`config.mk`:
```
export PLATFORM = sky130hd
export DESIGN_NAME = fifo_rd_drain
export DESIGN_NICKNAME = d
export VERILOG_FILES = /design/src/rtl/fifo_rd_drain.sv
export SDC_FILE = /design/constraint.sdc
export NUM_CORES = 1
export LEC_CHECK = 0
export ABC_AREA = 1
export CORE_MARGIN = 5
export CORE_UTILIZATION = 30
export DETAILED_ROUTE_END_ITERATION = 10
export GPL_TIMING_DRIVEN = 0
export MAX_ROUTING_LAYER = met4
export SKIP_LAST_GASP = 1
export SLEW_MARGIN = 10
export SYNTH_ARGS = -nofsm -noshare
export SYNTH_HDL_FRONTEND = slang
export SYNTH_SLANG_ARGS = --single-unit
```
`constraint.sdc`:
```
create_clock -name rdclk -period 5.5 [get_ports rdclk]
set_clock_uncertainty 0.15 [all_clocks]
set_input_delay 0.55 -clock rdclk [delete_from_list [all_inputs] [get_ports rdclk]]
set_output_delay 0.55 -clock rdclk [all_outputs]
set_load 0.03 [all_outputs]
```
`src/rtl/fifo_rd_drain.sv`:
```
// Read-side drain controller: issues rd_en to the FIFO, absorbs its one-cycle read latency
// in a circular elastic buffer, and streams words out on valid/ready. Optional macro FIFO_RD_DRAIN_CNT_EN adds word_cnt.
module fifo_rd_drain #(
  parameter int FIFO_WIDTH = 64,
  parameter int BUF_DEPTH  = 4
) (
  input  logic                  rdclk,
  input  logic                  rrst,
  input  logic                  en,
  input  logic                  fifo_empty,
  input  logic [FIFO_WIDTH-1:0] data_out,
  output logic                  rd_en,
  output logic                  m_valid,
  output logic [FIFO_WIDTH-1:0] m_data,
  input  logic                  m_ready,
  output logic                  busy
`ifdef FIFO_RD_DRAIN_CNT_EN
  ,
  output logic [15:0]           word_cnt
`endif
);

  localparam int PW = (BUF_DEPTH > 1) ? $clog2(BUF_DEPTH) : 1;
  localparam int OW = $clog2(BUF_DEPTH + 1);
  localparam logic [PW-1:0] PTR_LAST = PW'(BUF_DEPTH - 1);
  localparam logic [OW:0]   DEPTH_W  = (OW+1)'(BUF_DEPTH);

  typedef enum logic [1:0] {IDLE, RUN, DRAIN} state_t;

  state_t                state_q;
  logic [OW-1:0]         occ_q;
  logic [OW-1:0]         occ_d;
  logic [PW-1:0]         head_q;
  logic [PW-1:0]         tail_q;
  logic                  inflight_q;
  logic [FIFO_WIDTH-1:0] buf_q [BUF_DEPTH];
  logic                  push;
  logic                  pop;

  // Pointers wrap explicitly so non-power-of-two depths work.
  function automatic logic [PW-1:0] wrap_inc(input logic [PW-1:0] p);
    return (p == PTR_LAST) ? '0 : p + PW'(1);
  endfunction

  // Reserving a slot for the in-flight word keeps occ within BUF_DEPTH.
  assign rd_en   = (state_q == RUN) & en & ~fifo_empty &
                   (({1'b0, occ_q} + (OW+1)'(inflight_q)) < DEPTH_W);
  assign push    = inflight_q;
  assign pop     = m_valid & m_ready;
  assign m_valid = (occ_q != '0);
  assign m_data  = buf_q[head_q];
  assign busy    = (state_q != IDLE);

  always_comb begin
    occ_d = occ_q;
    if (push && !pop) begin
      occ_d = occ_q + OW'(1);
    end else if (!push && pop) begin
      occ_d = occ_q - OW'(1);
    end
  end

  always_ff @(posedge rdclk) begin
    if (push) begin
      buf_q[tail_q] <= data_out;
    end
  end

  always_ff @(posedge rdclk) begin
    if (rrst) begin
      state_q    <= IDLE;
      occ_q      <= '0;
      head_q     <= '0;
      tail_q     <= '0;
      inflight_q <= 1'b0;
    end else begin
      inflight_q <= rd_en;
      occ_q      <= occ_d;
      if (push) begin
        tail_q <= wrap_inc(tail_q);
      end
      if (pop) begin
        head_q <= wrap_inc(head_q);
      end
      case (state_q)
        IDLE:    if (en)          state_q <= RUN;
        RUN:     if (!en)         state_q <= DRAIN;
        DRAIN:   if (!inflight_q) state_q <= IDLE;
        default:                  state_q <= IDLE;
      endcase
    end
  end

`ifdef FIFO_RD_DRAIN_CNT_EN
  logic [15:0] cnt_q;

  always_ff @(posedge rdclk) begin
    if (rrst) begin
      cnt_q <= '0;
    end else if (pop) begin
      cnt_q <= cnt_q + 16'd1;
    end
  end

  assign word_cnt = cnt_q;
`endif

endmodule

```
==> results.md, run 1 <==
* Status: complete, no violations
* Storage element area at 7930 µm²
* WL/cell at 18.0 µm
* Avg Inst Size Synth at 14.4 µm²
* Vias in the first global route at 6,458
* Power per cell area at 468 nW/µm²
* YS warnings at 0
* Top-level port count at 136
* Placed Cells at 1,287
* Hold Buf Count CTS at 0
* Top_reg_cell synth: edfxtp_1
* #FFs+latches synth at 268
* GRT Util Overall at 13.0%
* Port-buffer cells at 135
* CP Class: flop to primary output
* Initial DRC count at 375
* Setup TNS at 0 ns
* CP Capture Type: primary output
* Seq/Total Area, Yosys at 78.5%
* Global-route wire length before repair at 37.4 mm
* CP Max Fanout at 10
* Setup bufs post-CTS at 0
* Worst Path Arrival at 2.73 ns
* Cells after Synth at 700
* Clk pin slew, worst setup/hold paths at 0.06 ns
* Async SR Flop Fraction at 0%
* Switching Share at 33.2%
* Slew @ Worst Pin at 0.573 ns
* Max_slew headroom at 61.8%
* DRC at 0
* Clock share of power at 29.5%
* Row count at 67
* Netlist cell types at 23
* Clock Tree Buf Depth at 3
* Post-route antenna net violation count at 0
* Placed inst area at 12,100 µm²
* Flop pwr share at 37.5%
* Initial antenna violation count at 1
* Core area at 33,400 µm²
* Most frequent cell after synthesis: edfxtp_1
* Post-synth top cells: 256 x edfxtp_1, 140 x nor2_1, 75 x o21ai_0
* Gr ovfl total at 0
* CP Launch Type: flop
* Drt first pass iters at 4
* CTS Buf Count at 29
* Final Hold Viols at 0
* Post-DP HPWL at 14.9 mm
* Vias/cell at 4.59
* RD Place Congestion at 0.725
* Worst Path Required at 4.80 ns
* Post-cts sizing count at 0
* Endpoints failing setup at 0
* CTS tree: built
* Share of layout cells above drive strength 1 at 8.66%
* CP max stage delay at 0.75 ns
* Via Count at 6,144
* Initial Util at 30.3%
* Area grow syn2layout at 28.8%
* Final core utilization at 39.0%
* Internal power at 4.06 mW
* Hold Path Class: flop to flop
* Die ar. at 37,400 µm²
* Mapped Nets at 776
* LEAKAGE at 4.28 nW
* Clk_lat worst skew at 0.53 ns
* P_sw at 2.02 mW
* Post-Syn Area at 10,100 µm²
* Final-layout fill cell count at 3,210
* Worst Path Buf+Inv at 3
* Worst path slowest cell: clkdlybuf4s50_1
* Root buffer cell: clkbuf_16
* Die Y at 193 µm
* CP delay by family, top: buffers and inverters
* Tmin final at 3.43 ns
* Final Cycle Share at 62.4%
* Max-slew violations at 0
* Gate power share at 33.0%
* Max Cap Viol at 0
* Peak VDD IR at 0.301 mV
* Nets at 946
* Finished Cell Area at 13,000 µm²
* RSZ-0062 raised after global routing: no
* Drt total wl at 24.0 mm
* Final cell count without fillers at 1,338
* Die width at 193 µm
* H-tree levels at 1
* Footprint of the multi-input gates at 1810 µm²
* Post-synth EDFFs at 256
* # clock sinks at 268
* Cell taking the most area after synthesis: edfxtp_1
* Maximum number of pins on one net before global-route repair at 41
* Area contributors post-synth: edfxtp_1 76%, nor2_1 5.2%, o22ai_1 4.0%, o21ai_0 3.7%, o21ai_1 2.8%
* Top cell type's share of synthesized area at 76.1%
* Highest Clock Rate at 292 MHz
* Critical path cell sequence: clkinv_1 > clkbuf_1 > o21ai_1 > o22ai_1 > clkdlybuf4s50_1
-- power by group through the flow --
stage / logic, mW / registers [mW] / clock network [mW]
2_1_floorplan: 1.18 / 2.32 / 0
3_3_place_gp: 2.03 / 2.32 / 0
3_5_place_dp: 2.04 / 2.32 / 0
4_1_cts: 2.05 / 2.28 / 1.85
5_1_grt: 2.17 / 2.28 / 1.93
6_report: 2.01 / 2.28 / 1.79
-- state kept, by name (all words and copies together), names as in the netlist, named ones only --
| name | cells |
|---|---|
| buf_q | 256 |
| head_q | 2 |
| inflight_q | 1 |
| occ_q | 3 |
| state_q | 2 |
| tail_q | 2 |
-- kinds of logic (layout without fill, tap and decap cells) --
family	count (synthesis)	count (layout)	share of synthesized area (%)
AO/OA/AOI/OAI	200	200	10.7
adder cells (fa/ha/maj)	7	7	0.942
buffers and inverters	60	249	3.53
flip-flops	268	268	78.5
other	0	1	0
AND/OR/NAND/NOR	165	165	6.30
-- final timing paths --
kind                                         startpoint                       to  depth (start not counted)  slack, ns
worst max-delay path                               flop               m_data[36]                          5       2.07
worst min-delay path            state_q[1]$_SDFFE_PP0P_  state_q[0]$_SDFFE_PP0P_                          1       0.32
worst max register to register    occ_q[1]$_SDFFE_PP0P_    occ_q[2]$_SDFFE_PP0P_                         12       3.58
worst min register to register  state_q[1]$_SDFFE_PP0P_  state_q[0]$_SDFFE_PP0P_                          1       0.32
-- routing by layer --
layer | vias to the layer above | global-route usage (%) | part of all wire, %
met3 | 38 | 2.49 | 4.0
li1 | 2965 | - | -
met5 | - | - | 0
met1 | 3021 | 17.0 | 46
met2 | 120 | 21.1 | 48
met4 | 0 | 2.75 | 1.9
-- final cells by class --
class	instances	share of cell area (%)
Timing Repair Buffer	139	11.2
Multi-Input combinational cell	372	13.9
Inverter	19	0.645
Clock inverter	16	1.07
Tap cell	448	4.31
Buffer	41	2.17
Sequential cell	268	61.0
Clock buffer	34	5.72
Antenna cell	1	0.0192
-- layout by cell type, fill, tap and decap left out, drive strengths merged --
| master | instances |
|---|---|
| edfxtp | 256 |
| nor2 | 140 |
| clkdlybuf4s50 | 135 |
| o21ai | 131 |
| o22ai | 64 |
| clkbuf | 51 |
| buf | 28 |
| inv | 20 |
| nand2 | 16 |
| dfxtp | 12 |
| clkinv | 10 |
| ha | 6 |
| a21oi | 5 |
| nand3 | 3 |
| nor3 | 3 |
| clkinvlp | 3 |
| bufinv | 2 |
| diode | 1 |
| or2 | 1 |
| nand3b | 1 |
| nand4 | 1 |
| fa | 1 |
-- through the flow --
stage                     power (mW)  setup WS (ns)  hold slack (ns)
after floorplan                 3.50           3.08            0.286
after global placement          4.36           1.86            0.308
after detailed placement        4.37           2.60            0.315
after CTS                       6.18           2.01            0.324
after global routing            6.39           1.85            0.346
final                           6.08           2.07            0.322
No activity file was read; power rests on OpenSTA's default activity.
==> run 2, diff against run 1 <==
==> constraint.sdc (replaced) <==
create_clock -name rdclk -period 3 [get_ports rdclk]
set_clock_uncertainty 0.15 [all_clocks]
set_input_delay 0.3 -clock rdclk [delete_from_list [all_inputs] [get_ports rdclk]]
set_output_delay 0.3 -clock rdclk [all_outputs]
set_load 0.03 [all_outputs]
==> run 2 against run 1 <==
First-iteration DRC count grew 3.2%; total power grew 81%; wire length grew 0.21%; clock power grew 84%; critical path type unchanged; largest cell class unchanged; highest routed layer unchanged.
==> results.md, run 2 (synthesis results as in run 1) <==
* Maximum number of pins on one net before global-route repair at 41 (unchanged)
* LEAKAGE at 4.64 nW (+8.4%)
* Global-route wire length before repair at 37.4 mm (about the same)
* Via Count at 6,114 (-0.49%)
* Post-route antenna net violation count at 0 (unchanged)
* Hold EP: state_q[0]$_SDFFE_PP0P_
* Hold depth at 3 (+2)
* Initial DRC count at 387 (+3.2%)
* CTS tree: built
* Nets at 946 (unchanged)
* Core area at 33,400 µm² (unchanged)
* Final Cycle Share at 95.9%
* RD Place Congestion at 0.725 (unchanged)
* Flop pwr share at 37.9% (+0.4 points)
* Worst flop-to-flop path endpoint: occ_q[2]$_SDFFE_PP0P_
* Tmin final at 2.88 ns
* Reg2Reg Setup Slack at 1.08 ns (-2.50 ns)
* Hold Buf Count CTS at 0 (unchanged)
* RSZ-0062 raised after global routing: no
* CP delay by family, top: buffers and inverters
* Max Cap Viol at 0 (unchanged)
* Highest Clock Rate at 347 MHz
* Endpoints failing setup at 0 (unchanged)
* Peak VDD IR at 0.548 mV (+82%)
* Hold Startpoint: en
* Die width at 193 µm (unchanged)
* Port-buffer cells at 135 (unchanged)
* CP Class: flop to primary output
* P_sw at 3.69 mW (+83%)
* Most common cell after layout, fill and taps aside: edfxtp_1
* # clock sinks at 268 (unchanged)
* Final Hold Viols at 0 (unchanged)
* Area grow syn2layout at 29.5%
* CTS Buf Count at 29 (unchanged)
* Commonest non-fill, non-tap cells in the layout: 256 x edfxtp_1, 140 x nor2_1, 81 x clkdlybuf4s50_1, 75 x o21ai_0, 64 x o22ai_1
* Die Y at 193 µm (unchanged)
* Share of layout cells above drive strength 1 at 10.1% (+1.5 points)
* DRC at 0 (unchanged)
* GRT Util Overall at 12.9% (about the same)
* Worst reg2reg path depth at 12 (unchanged)
* Hold Slack at 0.187 ns (-0.136 ns)
* Pwr Total at 11.0 mW (+81%)
* Root buffer cell: clkbuf_16
* Worst Path Buf+Inv at 5 (+2)
* Drt total wl at 24.1 mm (+0.21%)
* Post-DP HPWL at 14.9 mm (unchanged)
* Worst path slowest cell: clkdlybuf4s50_1
* Gate power share at 32.2% (-0.8 points)
* CP Launch Type: flop
* CP Max Fanout at 10 (unchanged)
* Status: complete, no violations
* Worst Path Required at 2.55 ns (-2.25 ns)
* Max_slew headroom at 67.3% (+5.5 points)
* CP Capture Type: primary output
* Vias in the first global route at 6,456 (-0.031%)
* WL/cell at 18.0 µm (+0.21%)
* Switching Share at 33.5% (+0.27 points)
* Vias/cell at 4.57 (-0.49%)
* Hold Path Class: input port to flop
* H-tree levels at 1 (unchanged)
* Internal power at 7.33 mW (+80%)
* Critical path cell sequence: buf_6 > inv_4 > buf_6 > buf_6 > nor2_1 > o22ai_1 > clkdlybuf4s50_1
* Clk pin slew, worst setup/hold paths at 0.06 ns (about the same)
* Worst reg2reg path startpoint: occ_q[1]$_SDFFE_PP0P_
* Clock Tree Buf Depth at 3 (unchanged)
* Clock share of power at 29.9% (+0.4 points)
* Top-level port count at 136 (unchanged)
* Initial Util at 30.3% (unchanged)
* Drt first pass iters at 4 (unchanged)
* Slew @ Worst Pin at 0.490 ns (-0.0832 ns)
* Initial antenna violation count at 1 (unchanged)
* Die ar. at 37,400 µm² (unchanged)
* Max-slew violations at 0 (unchanged)
* Placed Cells at 1,287 (unchanged)
* Power per cell area at 842 nW/µm² (+80%)
* Gr ovfl total at 0 (unchanged)
* Row count at 67 (unchanged)
* Final core utilization at 39.2% (+0.21 points)
* Clk_lat worst skew at 0.53 ns (about the same)
* Worst Path Arrival at 2.43 ns (-0.30 ns)
* Max FFs per register at 256 (unchanged)
* Biggest registers after layout: buf_q: 256 flops, occ_q: 3 flops
* Setup bufs post-CTS at 0 (unchanged)
* Biggest register: buf_q
* Final-layout fill cell count at 3,192 (-0.56%)
* Most frequent CP cell: buf_6
* Final cell count without fillers at 1,338 (unchanged)
* CP max stage delay at 0.70 ns (-0.05 ns)
[run 2: changes by cell type in the layout (fill, tap and decap cells not counted), sizes merged]
cell / change
dlygate4sd2: +22
clkdlybuf4s50: -54
dlymetal6s2s: +32
[run 2: cell type report]
cell class,count,area [µm²],area share (%)
clock buffers,34,744,5.69
well taps,448,561,4.29
clock inverters,16,139,1.06
inverters,19,85.1,0.651
flip-flops and latches,268,7930,60.6
multi-input cells,372,1810,13.9
diodes,1,2.50,0.0191
repair buffers,139,1510,11.5
plain buffers,41,298,2.28
[run 2: worst register-to-register path: stages (launching register included)]
cell	delay, ns
dfxtp_1	0.34
nor2_1	0.09
nand2_1	0.12
nand2_1	0.15
ha_1	0.18
inv_1	0.06
fa_1	0.38
inv_1	0.07
nand2_1	0.07
nand3_1	0.08
nand2_1	0.05
inv_1	0.04
nor2_1	0.04
[run 2: worst max path at each step]
stage / startpoint / endpoint / cells past startpoint
3_5_place_dp: flop / m_data[36] / 5
2_1_floorplan: tail_q[0]$_SDFFE_PP0P_ / buf_q[3][0]$_DFFE_PP_ / 3
6_report: flop / m_data[32] / 7
4_1_cts: flop / m_data[36] / 7
3_3_place_gp: tail_q[0]$_SDFFE_PP0P_ / buf_q[3][37]$_DFFE_PP_ / 3
5_1_grt: flop / m_data[32] / 7
[run 2: power groups by stage]
stage / logic (mW) / clock network [mW] / registers (mW)
after floorplan: 2.16 / 0 / 4.25
after global placement: 3.73 / 0 / 4.26
after detailed placement: 3.75 / 0 / 4.26
after CTS: 3.66 / 3.39 / 4.18
after global routing: 3.85 / 3.54 / 4.18
final: 3.54 / 3.29 / 4.18
[run 2: per-layer routing]
metal	routed length, µm	global-route usage [%]	vias to the layer above	part of all wire, %
met5	0	-	-	0
met4	479	2.75	0	2.0
met3	1010	2.49	39	4.2
met2	11500	21.1	124	48
met1	11200	17.0	2988	46
li1	-	-	2963	-
[run 2: repair_timing]
| action | 4_1_cts | 5_1_grt |
|---|---|---|
| pin swaps | 0 | 0 |
| setup endpoints to repair | 64 | 32 |
| resized for setup | 34 | 34 |
[run 2: through the flow]
stage | setup WS, ns | setup TNS (ns) | area, µm²
after floorplan | 0.580 | 0 | 10100
after global placement | -0.639 | -133.65 | 12000
after detailed placement | 0.347 | 0 | 12100
after CTS | -0.0774 | -0.219 | 13000
after global routing | 0.000880 | 0 | 13100
final | 0.122 | 0 | 13100
